File: config.mk
export PLATFORM = sky130hd
export DESIGN_NAME = prio_grant_encoder
export DESIGN_NICKNAME = d
export VERILOG_FILES = /design/src/rtl/prio_grant_encoder.sv
export SDC_FILE = /design/constraint.sdc
export NUM_CORES = 1
export LEC_CHECK = 0
export CORE_MARGIN = 2
export CORE_UTILIZATION = 44
export DETAILED_ROUTE_END_ITERATION = 10
export GPL_TIMING_DRIVEN = 0
export PLACE_DENSITY = 0.8
export SYNTH_ARGS = -nofsm -noshare
export SYNTH_HDL_FRONTEND = slang
export SYNTH_SLANG_ARGS = --single-unit
File: constraint.sdc
create_clock -name clk -period 3.8 [get_ports clk]
set_clock_uncertainty 0.1 [all_clocks]
set_input_delay 0.57 -clock clk [delete_from_list [all_inputs] [get_ports clk]]
set_output_delay 0.57 -clock clk [all_outputs]
set_load 0.05 [all_outputs]
File: src/rtl/prio_grant_encoder.sv
// Registered N-input priority encoder with a valid/ready grant output.
// RR=0 grants the highest set request; RR=1 rotates priority after each accepted grant.
module prio_grant_encoder #(
  parameter int N  = 8,
  parameter int RR = 0,
  parameter int W  = $clog2(N)
) (
  input  logic         clk,
  input  logic         rst,
  input  logic [N-1:0] req,
  input  logic         grant_ready,
  output logic         grant_valid,
  output logic [W-1:0] grant_idx,
  output logic [N-1:0] grant_onehot
);

  logic         grant_valid_q, grant_valid_d;
  logic [W-1:0] grant_idx_q, grant_idx_d;
  logic [N-1:0] grant_onehot_q, grant_onehot_d;
  logic [W-1:0] ptr_q, ptr_d;

  logic         accept;
  logic         load;
  logic         any_req;
  logic [W-1:0] fixed_win;
  logic [W-1:0] rr_win;
  logic [W-1:0] win;

  // Highest set bit of r; later (higher) hits overwrite earlier ones.
  function automatic logic [W-1:0] fixed_pick(input logic [N-1:0] r);
    logic [W-1:0] w;
    w = '0;
    for (int i = 0; i < N; i++) begin
      if (r[i]) w = W'(i);
    end
    return w;
  endfunction

  // First set bit in the order p, p-1, ..., 0, N-1, ..., p+1.
  function automatic logic [W-1:0] rr_pick(input logic [N-1:0] r, input logic [W-1:0] p);
    logic [W-1:0] w;
    logic         hit;
    int           pos;
    w   = '0;
    hit = 1'b0;
    for (int k = 0; k < N; k++) begin
      pos = int'(p) - k;
      if (pos < 0) pos = pos + N;
      if (!hit && r[pos]) begin
        w   = W'(pos);
        hit = 1'b1;
      end
    end
    return w;
  endfunction

  function automatic logic [N-1:0] to_onehot(input logic [W-1:0] idx);
    logic [N-1:0] v;
    for (int i = 0; i < N; i++) begin
      v[i] = (W'(i) == idx);
    end
    return v;
  endfunction

  assign accept  = grant_valid_q && grant_ready;
  assign load    = !grant_valid_q || grant_ready;
  assign any_req = |req;

  // The just-served channel drops to lowest priority; wrap is to N-1, not 2^W-1.
  always_comb begin
    ptr_d = ptr_q;
    if (accept) begin
      if (grant_idx_q == '0) ptr_d = W'(N - 1);
      else                   ptr_d = grant_idx_q - 1'b1;
    end
  end

  // Search uses the post-accept pointer so a requester cannot win twice in a row.
  always_comb begin
    fixed_win = fixed_pick(req);
    rr_win    = rr_pick(req, ptr_d);
    win       = (RR != 0) ? rr_win : fixed_win;
  end

  always_comb begin
    grant_valid_d  = grant_valid_q;
    grant_idx_d    = grant_idx_q;
    grant_onehot_d = grant_onehot_q;
    if (load) begin
      grant_valid_d = any_req;
      if (any_req) begin
        grant_idx_d    = win;
        grant_onehot_d = to_onehot(win);
      end
    end
  end

  always_ff @(posedge clk or posedge rst) begin
    if (rst) begin
      grant_valid_q  <= 1'b0;
      grant_idx_q    <= '0;
      grant_onehot_q <= '0;
      ptr_q          <= W'(N - 1);
    end else begin
      grant_valid_q  <= grant_valid_d;
      grant_idx_q    <= grant_idx_d;
      grant_onehot_q <= grant_onehot_d;
      ptr_q          <= ptr_d;
    end
  end

  assign grant_valid  = grant_valid_q;
  assign grant_idx    = grant_idx_q;
  assign grant_onehot = grant_onehot_q;

endmodule

-- Word level (Yosys, flattened, before mapping)
Index checks and enable logic that the tools add are counted.
- logic and storage cells: 22
- flip-flop bits (word level): 12
- output and inout port bits: 12
- input bits: 11
- reductions and logical operators: 5
- equal/unequal tests: 7
- mux-type cells: 7
- operators with widths (operator ; number):
    3-bit 2-to-1 mux ; 6
    3-bit equality test (first input constant) ; 4
    8-bit OR reduction ; 1
    2-bit by 3-bit equality test with 1-bit output (first input constant) ; 2
    1-bit by 3-bit equality test with 1-bit output (first input constant) ; 1
    3-bit logical NOT ; 1
    2-bit AND reduction ; 1
    1-bit logical NOT ; 1
    1-bit logical OR ; 1
    1-bit 2-to-1 mux ; 1

-- Logic depth before layout (Yosys ltp)
Gate-level depths: netlist of the first run.
- depth after elaboration: 8
- gate-level depth with buffers: 5
- mapped depth without buffers: 4

-- Worst setup path before layout of the first run
Ideal clock, no wire load.
- path kind: input port to flip-flop
- start: in req[6]
- end: reg grant_idx_q[0], in the netlist grant_idx[0]
- library setup time: 0.125 ns
- data arrival time: 1.757 ns
- setup slack: 1.818 ns
- cell stages on the path: 4
- buffers on the path: 1
- required time: 3.575 ns
- path through: or4_4 -> buf_6 -> o21ai_4 -> mux2_4
- longest elaborated chain between the ends: 2
- elaborated cells on any way between the ends: 4
- those cells by class: 2 x mux; 2 x reduce/logical
- RTL lines (element ; RTL line ; RTL):
    start: declaration ; 10 ; input logic [N-1:0] req,
    8-bit OR reduction or 3-bit 2-to-1 mux (tied branches) ; 67, 34 ;
    2-bit AND reduction (no line) or 3-bit 2-to-1 mux (tied branches) ; -- ;
    end signal: assignment ; 106 ; grant_idx_q <= grant_idx_d;
    end: declaration ; 18 ; logic [W-1:0] grant_idx_q, grant_idx_d;
Several ways; a longest one is shown, not always the timed one.
A chain may end at the register's enable or synchronous reset.

-- Worst setup path after layout of the first run
- start: in req[6]
- end: reg grant_idx_q[1], in the netlist grant_idx[1]
Same word-level chain as after synthesis.

==> results of run 1 <==
==> kinds of logic (layout without fill, tap and decap cells) <==
logic type,after synthesis,after routing,share of synthesized area
muxes,2,2,0.0520
DFF,12,12,0.519
AOI/OAI and AO/OA,17,17,0.249
buffers and inverters,6,32,0.0519
and+or+nand+nor,13,13,0.128
==> power groups by stage <==
stage	Sequential, mW	Clock (mW)	Combinational, mW
floorplan	0.166	0	0.0209
global placement	0.141	0	0.0780
detailed placement	0.141	0	0.0786
CTS	0.139	0.101	0.0790
global route	0.139	0.107	0.0838
finish	0.138	0.0976	0.0789
==> worst register-to-register path, stage by stage, from the launching register on <==
cell and delay (ps):
dfrtp_1 380, nand2b_1 250, clkbuf_1 360, o41ai_1 150, nand2_1 80, o21ai_0 80
==> routing by layer <==
layer | up-vias | track usage | wire [um]
li1 | 242 | - | -
met1 | 233 | 0.239 | 569
met2 | 18 | 0.278 | 582
met3 | 0 | 0.0833 | 75
met4 | 0 | 0.0500 | 0
met5 | - | 0 | 0
==> cell type report <==
cell class	count	area, um2	share of cell area
buffer	2	15.0	0.0176
multi-input combinational	32	248	0.290
tap	15	18.8	0.0220
clock buffer	4	36.3	0.0425
sequential	12	300	0.352
timing repair buffer	22	220	0.258
inverter	4	15.0	0.0176
==> how the worst max path moves through the flow <==
stage | to | startpoint | depth (start not counted) | slack, ps
floorplan | grant_idx[0]$_DFFE_PP0P_ | req[6] | 4 | 1820
global placement | grant_idx[1]$_DFFE_PP0P_ | req[6] | 5 | 1240
detailed placement | grant_idx[1]$_DFFE_PP0P_ | req[6] | 5 | 1240
CTS | grant_idx[1]$_DFFE_PP0P_ | req[6] | 5 | 1520
global route | grant_idx[1]$_DFFE_PP0P_ | req[6] | 5 | 1470
finish | grant_idx[1]$_DFFE_PP0P_ | req[6] | 5 | 1500
==> flip-flops by register name, summed over array words and instances (netlist names) <==
signal        flops
grant_valid       1
grant_onehot      8
grant_idx         3
==> synthesized netlist by cell type <==
master,n
mux2_4,2
o41ai_1,2
clkbuf_1,1
nand2_1,3
a22o_1,2
or4_4,1
o32ai_1,1
nand3_1,1
o21ai_4,1
nor3_2,1
a21oi_1,3
dfrtp_1,12
nand2b_1,3
nor2_1,3
inv_1,4
o21ai_0,1
o31ai_1,1
nor2b_1,1
buf_6,1
a22oi_1,1
a32o_1,4
o311ai_0,1
==> layout by cell type (no fill, tap or decap), types with 2 or more instances in the layout <==
master / synthesis / final
nand2b_1: 3 / 3
mux2_4: 2 / 2
o41ai_1: 2 / 2
dfrtp_1: 12 / 12
clkbuf_4: 0 / 3
nand2_1: 3 / 3
inv_1: 4 / 4
nor2_1: 3 / 3
a21oi_1: 3 / 3
a32o_1: 4 / 4
a22o_1: 2 / 2
clkdlybuf4s50_1: 0 / 22
==> metrics by stage <==
step                      utilization  cells  setup slack, ps
after floorplan                     -     50             1820
after global placement          0.644     87             1240
after detailed placement        0.644     87             1240
after CTS                       0.673     91             1520
after global routing            0.673     91             1470
final                           0.673     91             1500
==> impl_metrics.csv, run 1 <==
group,metric,value,unit
outcome,status,"completed",
setup_path,r2r_setup_slack,2290,ps
setup_path,crit_type,"input pin to flip-flop",
clock_tree,cts-root-buf,"clkbuf_4",
floorplan,num_io_pins,23,
route,wl_per_cell,13.5,um
synthesis,synthTopCellsByArea,"dfrtp_1 (52%), a32o_1 (6.9%), mux2_4 (5.2%), nand2b_1 (3.2%), a22o_1 (3.0%)",
route,routed_wl,1230,um
global_routing,grt_use_total,0.184,
placement,dp_hpwl,927,um
final_layout,n_fill_cell,116,
final_layout,fin_area,853,um2
power_and_ir_drop,p_int,0.225,mW
placement,port_buffers,22,
placement,finalWeightedCongestion,0.774,
placement,placed_area,817,um2
setup_path,critPathTopFamily,"buffers and inverters",
sta,max_freq,0.435,GHz
synthesis,yosysTopAreaCell,"dfrtp_1",
global_routing,grt_max_degree,13,
route,drtAntennaViolNets,0,
route,vias,493,
power_and_ir_drop,power_switching,0.0899,mW
setup_path,crit_chain,"clkdlybuf4s50_1, or4_4, buf_6, o21ai_4, mux2_4",
sta,setup_viol,0,
floorplan,dieHeight,40.2,um
sta,maxSlewHeadroom,0.666,
synthesis,synth_area,578,um2
clock_tree,clockBufferDepth,2,
sta,worst_pin_slew,499,ps
global_routing,antenna_found_initial,0,
floorplan,rows,13,
floorplan,die_area,1620,um2
min_path,min_to,"grant_onehot[3]$_DFFE_PP0P_",
sta,rsz0062_at_grt,"no",
synthesis,syn_inst,50,
setup_path,reg2reg_to,"grant_onehot[3]$_DFFE_PP0P_",
synthesis,ys_ff_latch,12,
route,routed_via_density,5.42,
route,firstDrtPassIters,4,
clock_tree,cts_buffers,3,
setup_path,required,3860,ps
setup_path,slowest_stage,"or4_4",
clock_tree,htreeDepth,1,
final_layout,n_antenna_cell,0,
global_routing,grt_pass1_wl,1890,um
sta,period_share,0.605,
clock_tree,cts_hold_buf,0,
sta,slew_viol_final,0,
sta,setup-tns-final,0,ps
setup_path,cp.buffers_inverters,2,
setup_path,startpoint_type,"input pin",
global_routing,overflow,0,
floorplan,core-area,1270,um2
synthesis,syn-mean-instance-area,11.6,um2
clock_tree,cts.clk_slew.worst_paths,70,ps
final_layout,layout.nets,88,
min_path,hp-class,"flip-flop to flip-flop",
synthesis,synth_top_area_frac,0.519,
clock_tree,clock-sinks,12,
clock_tree,clk_latency,270,ps
min_path,hold_path.startpoint,"grant_onehot[3]$_DFFE_PP0P_",
power_and_ir_drop,swShare,0.285,
power_and_ir_drop,clock_power_share,0.310,
power_and_ir_drop,pwr-share-seq,0.439,
synthesis,yosysWarnings,0,
final_layout,layout-drive-gt1-share,0.132,
clock_tree,cts_tree,"yes",
synthesis,synth.distinct_cells,22,
global_routing,first_global_vias,446,
route,drtIter0Drc,19,
floorplan,initial_core_util,0.456,
final_layout,syn_to_final_growth,47.6,%
power_and_ir_drop,p_per_area,369,nW/um2
setup_path,critPathMaxStageDelay,560,ps
power_and_ir_drop,combPwrFrac,0.251,
flow_run,maxCapViolCount,0,
setup_path,path_max_fanout,7,
power_and_ir_drop,vdd_drop_max,0.337,mV
setup_path,worstPathArrival,2360,ps
clock_tree,post-cts-setup-buffers,0,
floorplan,die_w,40.2,um
sta,post-route-min-period,2300,ps
setup_path,rr_worst_depth,5,
setup_path,critPathCaptureType,"flip-flop",
synthesis,yosysSeqAreaShare,0.519,
synthesis,syn-num-nets,61,
sta,hold-worst-slack,392,ps
route,drc,0,
min_path,hold_depth,2,
setup_path,reg2reg_from,"grant_valid$_DFFE_PP0P_",
power_and_ir_drop,total_power,0.315,mW
sta,final_hold_viol_count,0,
power_and_ir_drop,leakage,0.347,nW
clock_tree,cts_resized,0,
Note: power is estimated with default switching activity, not from simulation.
==> run 2: changes to the inputs <==
CORE_UTILIZATION = 40   (was 44)
PLACE_DENSITY = 0.74   (was 0.8)
clock period = 2.22 ns   (was 3.8 ns; I/O delays follow)
==> run 2 against run 1 <==
  * Clock power rose by 82%
  * Core utilization decreased by 2.5 points
  * Routed wire length is 3.6% lower
  * Setup slack worse by 1300 ps
  * Worst hold slack worse by 130 ps
  * Combinational power rose by 70%
  * Critical path depth unchanged
  * Sequential power increased by 71%
  * Via count up 0.81%
  * Critical path type unchanged
  * Largest power group unchanged
==> impl_metrics.csv, run 2 (same netlist as run 1, synthesis figures left out) <==
group,metric,value,unit
outcome,status,"completed",
route,drc,0,
floorplan,rows,13,
power_and_ir_drop,total_power,0.548,mW
floorplan,die_w,42.0,um
final_layout,mostFrequentLayoutCells,"clkdlybuf4s50_1 (22), dfrtp_1 (12), a32o_1 (4), inv_1 (4)",
power_and_ir_drop,p_per_area,642,nW/um2
route,vias,497,
final_layout,seqCellArea,300,um2
placement,finalWeightedCongestion,0.729,
floorplan,initial_core_util,0.439,
final_layout,layout.nets,88,
min_path,hp-class,"input pin to asynchronous set/reset pin",
route,wl_per_cell,13.0,um
clock_tree,clock-sinks,12,
flow_run,maxCapViolCount,0,
final_layout,fin_area,853,um2
sta,post-route-min-period,2030,ps
sta,slew_viol_final,0,
setup_path,slowest_stage,"or4_4",
placement,placed_area,817,um2
clock_tree,post-cts-setup-buffers,0,
global_routing,grt_pass1_wl,2100,um
clock_tree,cts_hold_buf,0,
floorplan,die_area,1770,um2
sta,worst_pin_slew,497,ps
clock_tree,clockBufferDepth,2,
setup_path,critPathMaxStageDelay,560,ps
final_layout,multiInputGateArea,248,um2
route,drtIter0Drc,20,
sta,setup_slack,189,ps
final_layout,n_antenna_cell,0,
clock_tree,cts_resized,0,
setup_path,crit_chain,"clkdlybuf4s50_1, or4_4, buf_6, o21ai_4, mux2_4",
sta,setup_viol,0,
floorplan,core-area,1320,um2
floorplan,num_io_pins,23,
placement,port_buffers,22,
final_layout,post-route-util,0.648,
clock_tree,cts-root-buf,"clkbuf_4",
setup_path,worstPathArrival,2090,ps
clock_tree,htreeDepth,1,
setup_path,critPathCaptureType,"flip-flop",
global_routing,first_global_vias,470,
setup_path,crit_type,"input pin to flip-flop",
final_layout,syn_to_final_growth,47.6,%
global_routing,grt_use_total,0.151,
sta,maxSlewHeadroom,0.668,
clock_tree,cts_tree,"yes",
sta,final_hold_viol_count,0,
global_routing,overflow,0,
floorplan,dieHeight,42.0,um
route,routed_via_density,5.46,
route,routed_wl,1180,um
route,firstDrtPassIters,4,
sta,period_share,0.915,
placement,post-place-ws,-96.1,ps
sta,rsz0062_at_grt,"no",
clock_tree,clk_latency,270,ps
clock_tree,cts.clk_slew.worst_paths,80,ps
final_layout,n_fill_cell,105,
setup_path,required,2280,ps
setup_path,startpoint_type,"input pin",
final_layout,layout-drive-gt1-share,0.132,
route,drtAntennaViolNets,0,
placement,dp_hpwl,882,um
power_and_ir_drop,leakage,0.347,nW
setup_path,path_max_fanout,7,
final_layout,layout_commonest_cell,"clkdlybuf4s50_1",
clock_tree,cts_buffers,3,
global_routing,grt_max_degree,13,
final_layout,largest_reg_flops,8,
power_and_ir_drop,vdd_drop_max,0.451,mV
sta,max_freq,0.492,GHz
global_routing,antenna_found_initial,0,
[run 2: cell counts in the layout (fill, tap and decap cells not counted)]
No cell type changed its count.
[run 2: routing by layer]
metal	wire, um	vias to the layer above	GRT usage	part of all wire
met2	542	11	0.234	0.46
met1	593	244	0.220	0.50
li1	-	242	-	-
met4	0	0	0.0188	0
met3	47	0	0.0388	0.040
met5	0	-	0	0
[run 2: path summary, 6_finish.rpt]
kind                                              from                          end  slack, ps  cells past startpoint
min reg2reg                grant_onehot[3]$_DFFE_PP0P_  grant_onehot[3]$_DFFE_PP0P_        390                      2
min                                                rst  grant_onehot[7]$_DFFE_PP0P_        260                      2
max in group asynchronous                          rst  grant_onehot[6]$_DFFE_PP0P_       1450                      2
max                                             req[6]     grant_idx[0]$_DFFE_PP0P_        190                      5
min in group clk           grant_onehot[3]$_DFFE_PP0P_  grant_onehot[3]$_DFFE_PP0P_        390                      2
max reg2reg                    grant_valid$_DFFE_PP0P_  grant_onehot[3]$_DFFE_PP0P_        710                      5
[run 2: worst max-delay path, delay by kind of cell]
kind	cells	cell delay (ps)
buffers and inverters	2	620
AO/OA/AOI/OAI	1	260
AND/OR/NAND/NOR	1	560
multiplexers	1	320
[run 2: final cells by class]
class	count	share of cell area
repair buffers	22	0.258
inverters	4	0.0176
plain buffers	2	0.0176
well taps	15	0.0220
multi-input cells	32	0.290
clock buffers	4	0.0425
flip-flops and latches	12	0.352
[run 2: metrics by stage]
step | setup TNS [ps] | hold WS (ps) | instances
2_1_floorplan | 0 | 97.7 | 50
3_3_place_gp | -209 | 373 | 87
3_5_place_dp | -192 | 378 | 87
4_1_cts | 0 | 270 | 91
5_1_grt | 0 | 305 | 91
6_report | 0 | 258 | 91
[run 2: where the power goes]
group | internal, mW | total, mW | switching, mW
Clock | 0.0996 | 0.178 | 0.0780
Combinational | 0.0549 | 0.134 | 0.0792
Sequential | 0.230 | 0.236 | 0.00620
